==> src/rtl/jam_pkg.sv <==
// Shared types and elaboration helpers for the assignment-problem solver.
// The solver finds the cheapest worker/job assignment by brute force over all permutations.
package jam_pkg;

  localparam int DEFAULT_N  = 8;
  localparam int DEFAULT_CW = 7;

  typedef enum logic [2:0] {
    IDLE,
    LOAD,
    SEARCH,
    DRAIN,
    DONE
  } state_t;

  function automatic int clog2(input int value);
    int width;
    width = 0;
    for (int w = 0; w < 31; w++)
      if ((1 << w) < value) width = w + 1;
    return width;
  endfunction

endpackage

==> src/rtl/jam_nextperm.sv <==
// Combinational next lexicographic permutation of N indices.
// Index i of the permutation lives in bits [i*IW +: IW]; is_last flags the descending order.
module jam_nextperm
  import jam_pkg::*;
#(
  parameter int N = DEFAULT_N
) (
  input  logic [N*clog2(N)-1:0] perm,
  output logic [N*clog2(N)-1:0] next_perm,
  output logic                  is_last
);

  localparam int IW = clog2(N);

  logic [IW-1:0] a [N];
  logic [IW-1:0] s [N];
  logic [IW-1:0] a_k;
  logic [IW-1:0] a_l;
  logic [IW-1:0] r;
  int            k;
  int            l;

  // Pivot k: rightmost ascent. Swap it with the rightmost larger element l, then reverse the tail.
  // NOTE: every variable below gets a value before any branch reads it, so no latch is inferred;
  // blocking assignments are used because each step consumes the previous step's result.
  always_comb begin
    for (int i = 0; i < N; i++) a[i] = perm[i*IW +: IW];

    k = -1;
    for (int i = 0; i < N - 1; i++)
      if (a[i] < a[i+1]) k = i;

    a_k = '0;
    for (int i = 0; i < N; i++)
      if (i == k) a_k = a[i];

    l = -1;
    for (int i = 0; i < N; i++)
      if (k >= 0 && i > k && a[i] > a_k) l = i;

    a_l = '0;
    for (int i = 0; i < N; i++)
      if (i == l) a_l = a[i];

    for (int i = 0; i < N; i++) begin
      s[i] = a[i];
      if (i == k) s[i] = a_l;
      if (i == l) s[i] = a_k;
    end

    next_perm = '0;
    r         = '0;
    for (int i = 0; i < N; i++) begin
      r = s[i];
      for (int j = 0; j < N; j++)
        if (i > k && j == N + k - i) r = s[j];
      next_perm[i*IW +: IW] = r;
    end

    is_last = (k < 0);
  end

endmodule

==> src/rtl/jam_solver.sv <==
// Brute-force assignment solver: loads an N x N cost matrix through a W/J read port,
// then scores every permutation in lexicographic order through a two-stage pipeline.
module jam_solver
  import jam_pkg::*;
#(
  parameter  int N  = DEFAULT_N,
  parameter  int CW = DEFAULT_CW,
  localparam int IW = clog2(N),
  localparam int SW = CW + 3
) (
  input  logic            CLK,
  input  logic            RST,
  input  logic            start,
  output logic            busy,
  output logic [IW-1:0]   W,
  output logic [IW-1:0]   J,
  input  logic [CW-1:0]   Cost,
  output logic            Valid,
  output logic [SW-1:0]   MinCost,
  output logic [15:0]     MatchCount,
  output logic [N*IW-1:0] BestSeq
);

  localparam logic [IW-1:0] LAST_IDX = IW'(N - 1);

  function automatic logic [N*IW-1:0] identity_perm();
    logic [N*IW-1:0] p;
    p = '0;
    for (int i = 0; i < N; i++) p[i*IW +: IW] = IW'(i);
    return p;
  endfunction

  localparam logic [N*IW-1:0] IDENTITY = identity_perm();

  state_t          state;
  logic [CW-1:0]   matrix [N][N];
  logic            load_done;
  logic            cap_en;
  logic [IW-1:0]   cap_w;
  logic [IW-1:0]   cap_j;
  logic [N*IW-1:0] perm;
  logic [N*IW-1:0] next_perm;
  logic            is_last;
  logic [SW-1:0]   perm_sum;
  logic [SW-1:0]   s1_sum;
  logic [N*IW-1:0] s1_perm;
  logic            s1_en;
  logic [SW-1:0]   min_sum;
  logic            drain_cnt;

  jam_nextperm #(.N(N)) u_nextperm (
    .perm      (perm),
    .next_perm (next_perm),
    .is_last   (is_last)
  );

  always_comb begin
    perm_sum = '0;
    for (int i = 0; i < N; i++)
      perm_sum = perm_sum + SW'(matrix[i][perm[i*IW +: IW]]);
  end

  // NOTE: the cost matrix is plain storage fully rewritten by every LOAD, so it has no reset.
  always_ff @(posedge CLK) begin
    if (cap_en) matrix[cap_w][cap_j] <= Cost;
  end

  always_ff @(posedge CLK or posedge RST) begin
    if (RST) begin
      state      <= IDLE;
      busy       <= 1'b0;
      Valid      <= 1'b0;
      W          <= '0;
      J          <= '0;
      load_done  <= 1'b0;
      cap_en     <= 1'b0;
      cap_w      <= '0;
      cap_j      <= '0;
      perm       <= '0;
      s1_en      <= 1'b0;
      s1_sum     <= '0;
      s1_perm    <= '0;
      min_sum    <= '1;
      drain_cnt  <= 1'b0;
      MinCost    <= '0;
      MatchCount <= '0;
      BestSeq    <= '0;
    end else begin
      Valid <= 1'b0;

      // Cost arrives one cycle after its address, so the write address trails W/J by one cycle.
      cap_en <= (state == LOAD) && !load_done;
      cap_w  <= W;
      cap_j  <= J;

      s1_en   <= (state == SEARCH);
      s1_sum  <= perm_sum;
      s1_perm <= perm;

      if (s1_en) begin
        if (s1_sum < min_sum) begin
          min_sum    <= s1_sum;
          MatchCount <= 16'd1;
          BestSeq    <= s1_perm;
        end else if (s1_sum == min_sum && MatchCount != 16'hFFFF) begin
          MatchCount <= MatchCount + 16'd1;
        end
      end

      case (state)
        IDLE: begin
          if (start) begin
            state      <= LOAD;
            busy       <= 1'b1;
            W          <= '0;
            J          <= '0;
            load_done  <= 1'b0;
            min_sum    <= '1;
            MatchCount <= '0;
            BestSeq    <= '0;
          end
        end
        LOAD: begin
          if (load_done) begin
            state <= SEARCH;
            perm  <= IDENTITY;
          end else if (J == LAST_IDX) begin
            J <= '0;
            if (W == LAST_IDX) begin
              W         <= '0;
              load_done <= 1'b1;
            end else begin
              W <= W + IW'(1);
            end
          end else begin
            J <= J + IW'(1);
          end
        end
        SEARCH: begin
          if (is_last) begin
            state     <= DRAIN;
            drain_cnt <= 1'b0;
          end else begin
            perm <= next_perm;
          end
        end
        DRAIN: begin
          if (drain_cnt) state <= DONE;
          else           drain_cnt <= 1'b1;
        end
        DONE: begin
          state   <= IDLE;
          busy    <= 1'b0;
          Valid   <= 1'b1;
          MinCost <= min_sum;
        end
        default: state <= IDLE;
      endcase
    end
  end

endmodule

==> config.mk <==
export PLATFORM = sky130hd
export DESIGN_NAME = jam_solver
export DESIGN_NICKNAME = d
export VERILOG_FILES = /design/src/rtl/jam_pkg.sv /design/src/rtl/jam_nextperm.sv /design/src/rtl/jam_solver.sv
export SDC_FILE = /design/constraint.sdc
export NUM_CORES = 1
export LEC_CHECK = 0
export BUFFER_PORTS_ARGS = -buffer_cell sky130_fd_sc_hd__buf_4
export CORE_MARGIN = 2
export CORE_UTILIZATION = 55
export DETAILED_ROUTE_END_ITERATION = 6
export GPL_TIMING_DRIVEN = 0
export PLACE_DENSITY_LB_ADDON = 0.05
export SYNTH_ARGS = -nofsm -noshare
export SYNTH_HDL_FRONTEND = slang
export SYNTH_SLANG_ARGS = --single-unit
==> constraint.sdc <==
create_clock -name CLK -period 22.2 [get_ports CLK]
set_input_delay 2.22 -clock CLK [delete_from_list [all_inputs] [get_ports CLK]]
set_output_delay 2.22 -clock CLK [all_outputs]
set_load 0.03 [all_outputs]
==> flow_metrics.tcl <==
set metrics [dict create \
    synth_async_sr_flop_share 0.237 \
    clock.fmax_mhz 85.0 \
    viasPerCell 6.40 \
    cp_max_fo 10 \
    cts_made_buffers 58 \
    root_buffer "clkbuf_16" \
    worst-path-buf-inv 8 \
    pre_cts_ws_ns 11.16 \
    clk_latency_ns 0.64 \
    cts_num_sinks 587 \
    route.vias.total 18340 \
    setup-tns-final_ns 0 \
    netlist_top_cells_count "edfxtp_1 (448), nand2_1 (218), nor2_1 (183), dfrtp_1 (129), mux4_2 (112)" \
    min_path_type "reg2reg" \
    ys_ff_latch 587 \
    dp_hpwl_mm 56.9 \
    yosys.cell_types.count 107 \
    ff2ff_setup_slack_ns 10.44 \
    wl_per_cell_um 27.9 \
    synth_fp_nets 2132 \
    start_util 0.558 \
    crit_family "compound AO/OA/AOI/OAI gates" \
    critPathKind "reg2reg" \
    worst_pin_slew_ns 1.40 \
    yosys_warnings 0 \
    maxCapViolations 0 \
    die_h_um 230 \
    worst_slack_ns 10.44 \
    dr.pass1.iters 7 \
    synth_most_common_cell "edfxtp_1" \
    nNetsFinal 2262 \
    finalCritPeriodShare 0.530 \
    skew_ns 0.0484 \
    core_mm2 0.0503 \
    crit_start "perm[13]" \
    hold_viol 0 \
    path_clk_slew_ns 0.06 \
    crit_slowest_cell "o21ai_1" \
    seq_area_frac_synth 0.604 \
    die-area_mm2 0.0529 \
    cts.path.max_buffers 3 \
    syn-cell-area_mm2 0.0281 \
    num_io_pins 68 \
    report.final.slew_viol_count 0 \
    slew_headroom 0.0513 \
    start_kind "register" \
    rr_startpoint "perm[13]" \
    grt_start_max_net_pins 77 \
    required_ns 22.71 \
    detail-route-antenna-nets 0 \
    holdPathEnd "s1_perm[9]" \
    post_cts_buffers 0 \
    status "complete, but fails checks" \
    cts_tree "done" \
    synth.top_cell.area_share 0.479 \
    hold_start "perm[9]" \
    io_buffers 67 \
    initialDrtViolationCount 2170 \
    cp_common_cell "inv_1" \
    cts_resized 0 \
    die_w_um 230 \
    critPathCaptureType "register" \
    syn-instance-count 2014 \
    yosysTopAreaCell "edfxtp_1" \
    reg2reg_to "perm[21]" \
    grt_use_total 0.306 \
    worst_r2r_path_depth 33 \
    antenna_found_initial 1 \
    holdPathStages 0 \
    gp_congestion 1.06 \
    rows 82 \
    rsz0062_at_grt "no" \
    arrival_ns 12.28 \
    postSynthAreaPerCell_um2 13.9 \
    antenna_cells 0 \
    syn2layout_area_growth_pct 11.4 \
    htree_levels 2 \
    synth_ff_type "edfxtp_1" \
    grt_pass1_vias 17988 \
    layout-drive-gt1-share 0.165 \
    grt.overflow.total 0 \
    grt_pass1_wl_mm 118 \
    violations "design-rule violations" \
    ctsHoldBuffers 0 \
    synth_area_leaders "edfxtp_1 (48%), dfrtp_1 (12%), mux4_2 (9.0%)" \
    period_needed_ns 11.76 \
    synth_edf_count 448 \
    max_stage_delay_ns 0.85 \
    wl_mm 79.9 \
    setup_viol 0 \
    route.detailed.drc 1 \
]
[cell type report]
class                   instances  area (µm²)
fillers                      3853       19000
flip-flops and latches        587       16900
multi-input cells            1261       10500
clock buffers                  76        1560
well taps                     672         841
repair buffers                 70         543
plain buffers                  79         339
inverters                      87         332
clock inverters                34         246
[worst max-delay path by stage]
| stage | to | slack, ns | cells past startpoint |
|---|---|---|---|
| floorplan | perm[14] | 14.99 | 30 |
| CTS | perm[21] | 11.12 | 33 |
| global route | perm[21] | 10.31 | 33 |
| finish | perm[21] | 10.44 | 33 |
| detailed placement | perm[21] | 11.16 | 33 |
| global placement | perm[21] | 11.16 | 33 |
[flip-flops by register name, summed over array words and instances (netlist names), 3 cells and up]
name	cells
matrix	448
MinCost	10
perm	24
s1_sum	10
MatchCount	16
cap_w	3
J	3
W	3
s1_perm	24
min_sum	10
BestSeq	24
state	3
cap_j	3
[through the flow]
stage / cell area (µm²) / hold slack, ns / instances / util
3_5_place_dp: 29500 / 0.396 / 2756 / 0.586
4_1_cts: 31300 / 0.413 / 2866 / 0.622
3_3_place_gp: 29400 / 0.379 / 2753 / 0.585
5_1_grt: 31300 / 0.433 / 2866 / 0.622
6_report: 31300 / 0.406 / 2866 / 0.622
2_1_floorplan: 28100 / 0.374 / 2014 / -
[cell families (layout without fill, tap and decap cells)]
kind of cell	count (synthesis)	in the layout	share of synthesized area
XOR/XNOR	21	21	0.00655
AND/OR/NAND/NOR	577	577	0.0938
AO/OA/AOI/OAI	353	353	0.0898
adder cells (fa/ha/maj)	108	108	0.0591
multiplexers	202	202	0.123
buffers and inverters	166	346	0.0237
flip-flops	587	587	0.604
[routing by layer]
metal  part of all wire  GRT usage  vias to the layer above
li1                   -          -                     7958
met1               0.41      0.439                     9203
met2               0.45      0.461                      970
met3              0.094     0.0582                      209
met4              0.050      0.137                        0
met5                  0          0                        -
[cells in the final DEF, fill, tap and decap left out, drive strengths merged, types with 6 or more instances in the layout]
cell type    n
nor2       186
o31ai       13
ha          67
and3        11
inv         85
a211o        6
a31oi       28
nand4       16
nand3b       6
nor2b       21
mux2i       66
o21a        14
o22ai       10
fa          41
mux4       112
edfxtp     448
dfrtp      129
a22oi       14
dfstp       10
a21o         6
clkinv      33
o211ai      17
buf         95
mux2        24
nand2      220
a211oi      14
and2         6
nand2b       9
o221ai      11
a311oi       7
a221oi       6
o21ai       70
a21oi       81
nor3        29
clkbuf     130
nand3       37
xnor2       16
nor4         7
Power is left out: the tool's default activity adds up to more than one toggle a clock period on the data nets, which glitch-free logic cannot reach.
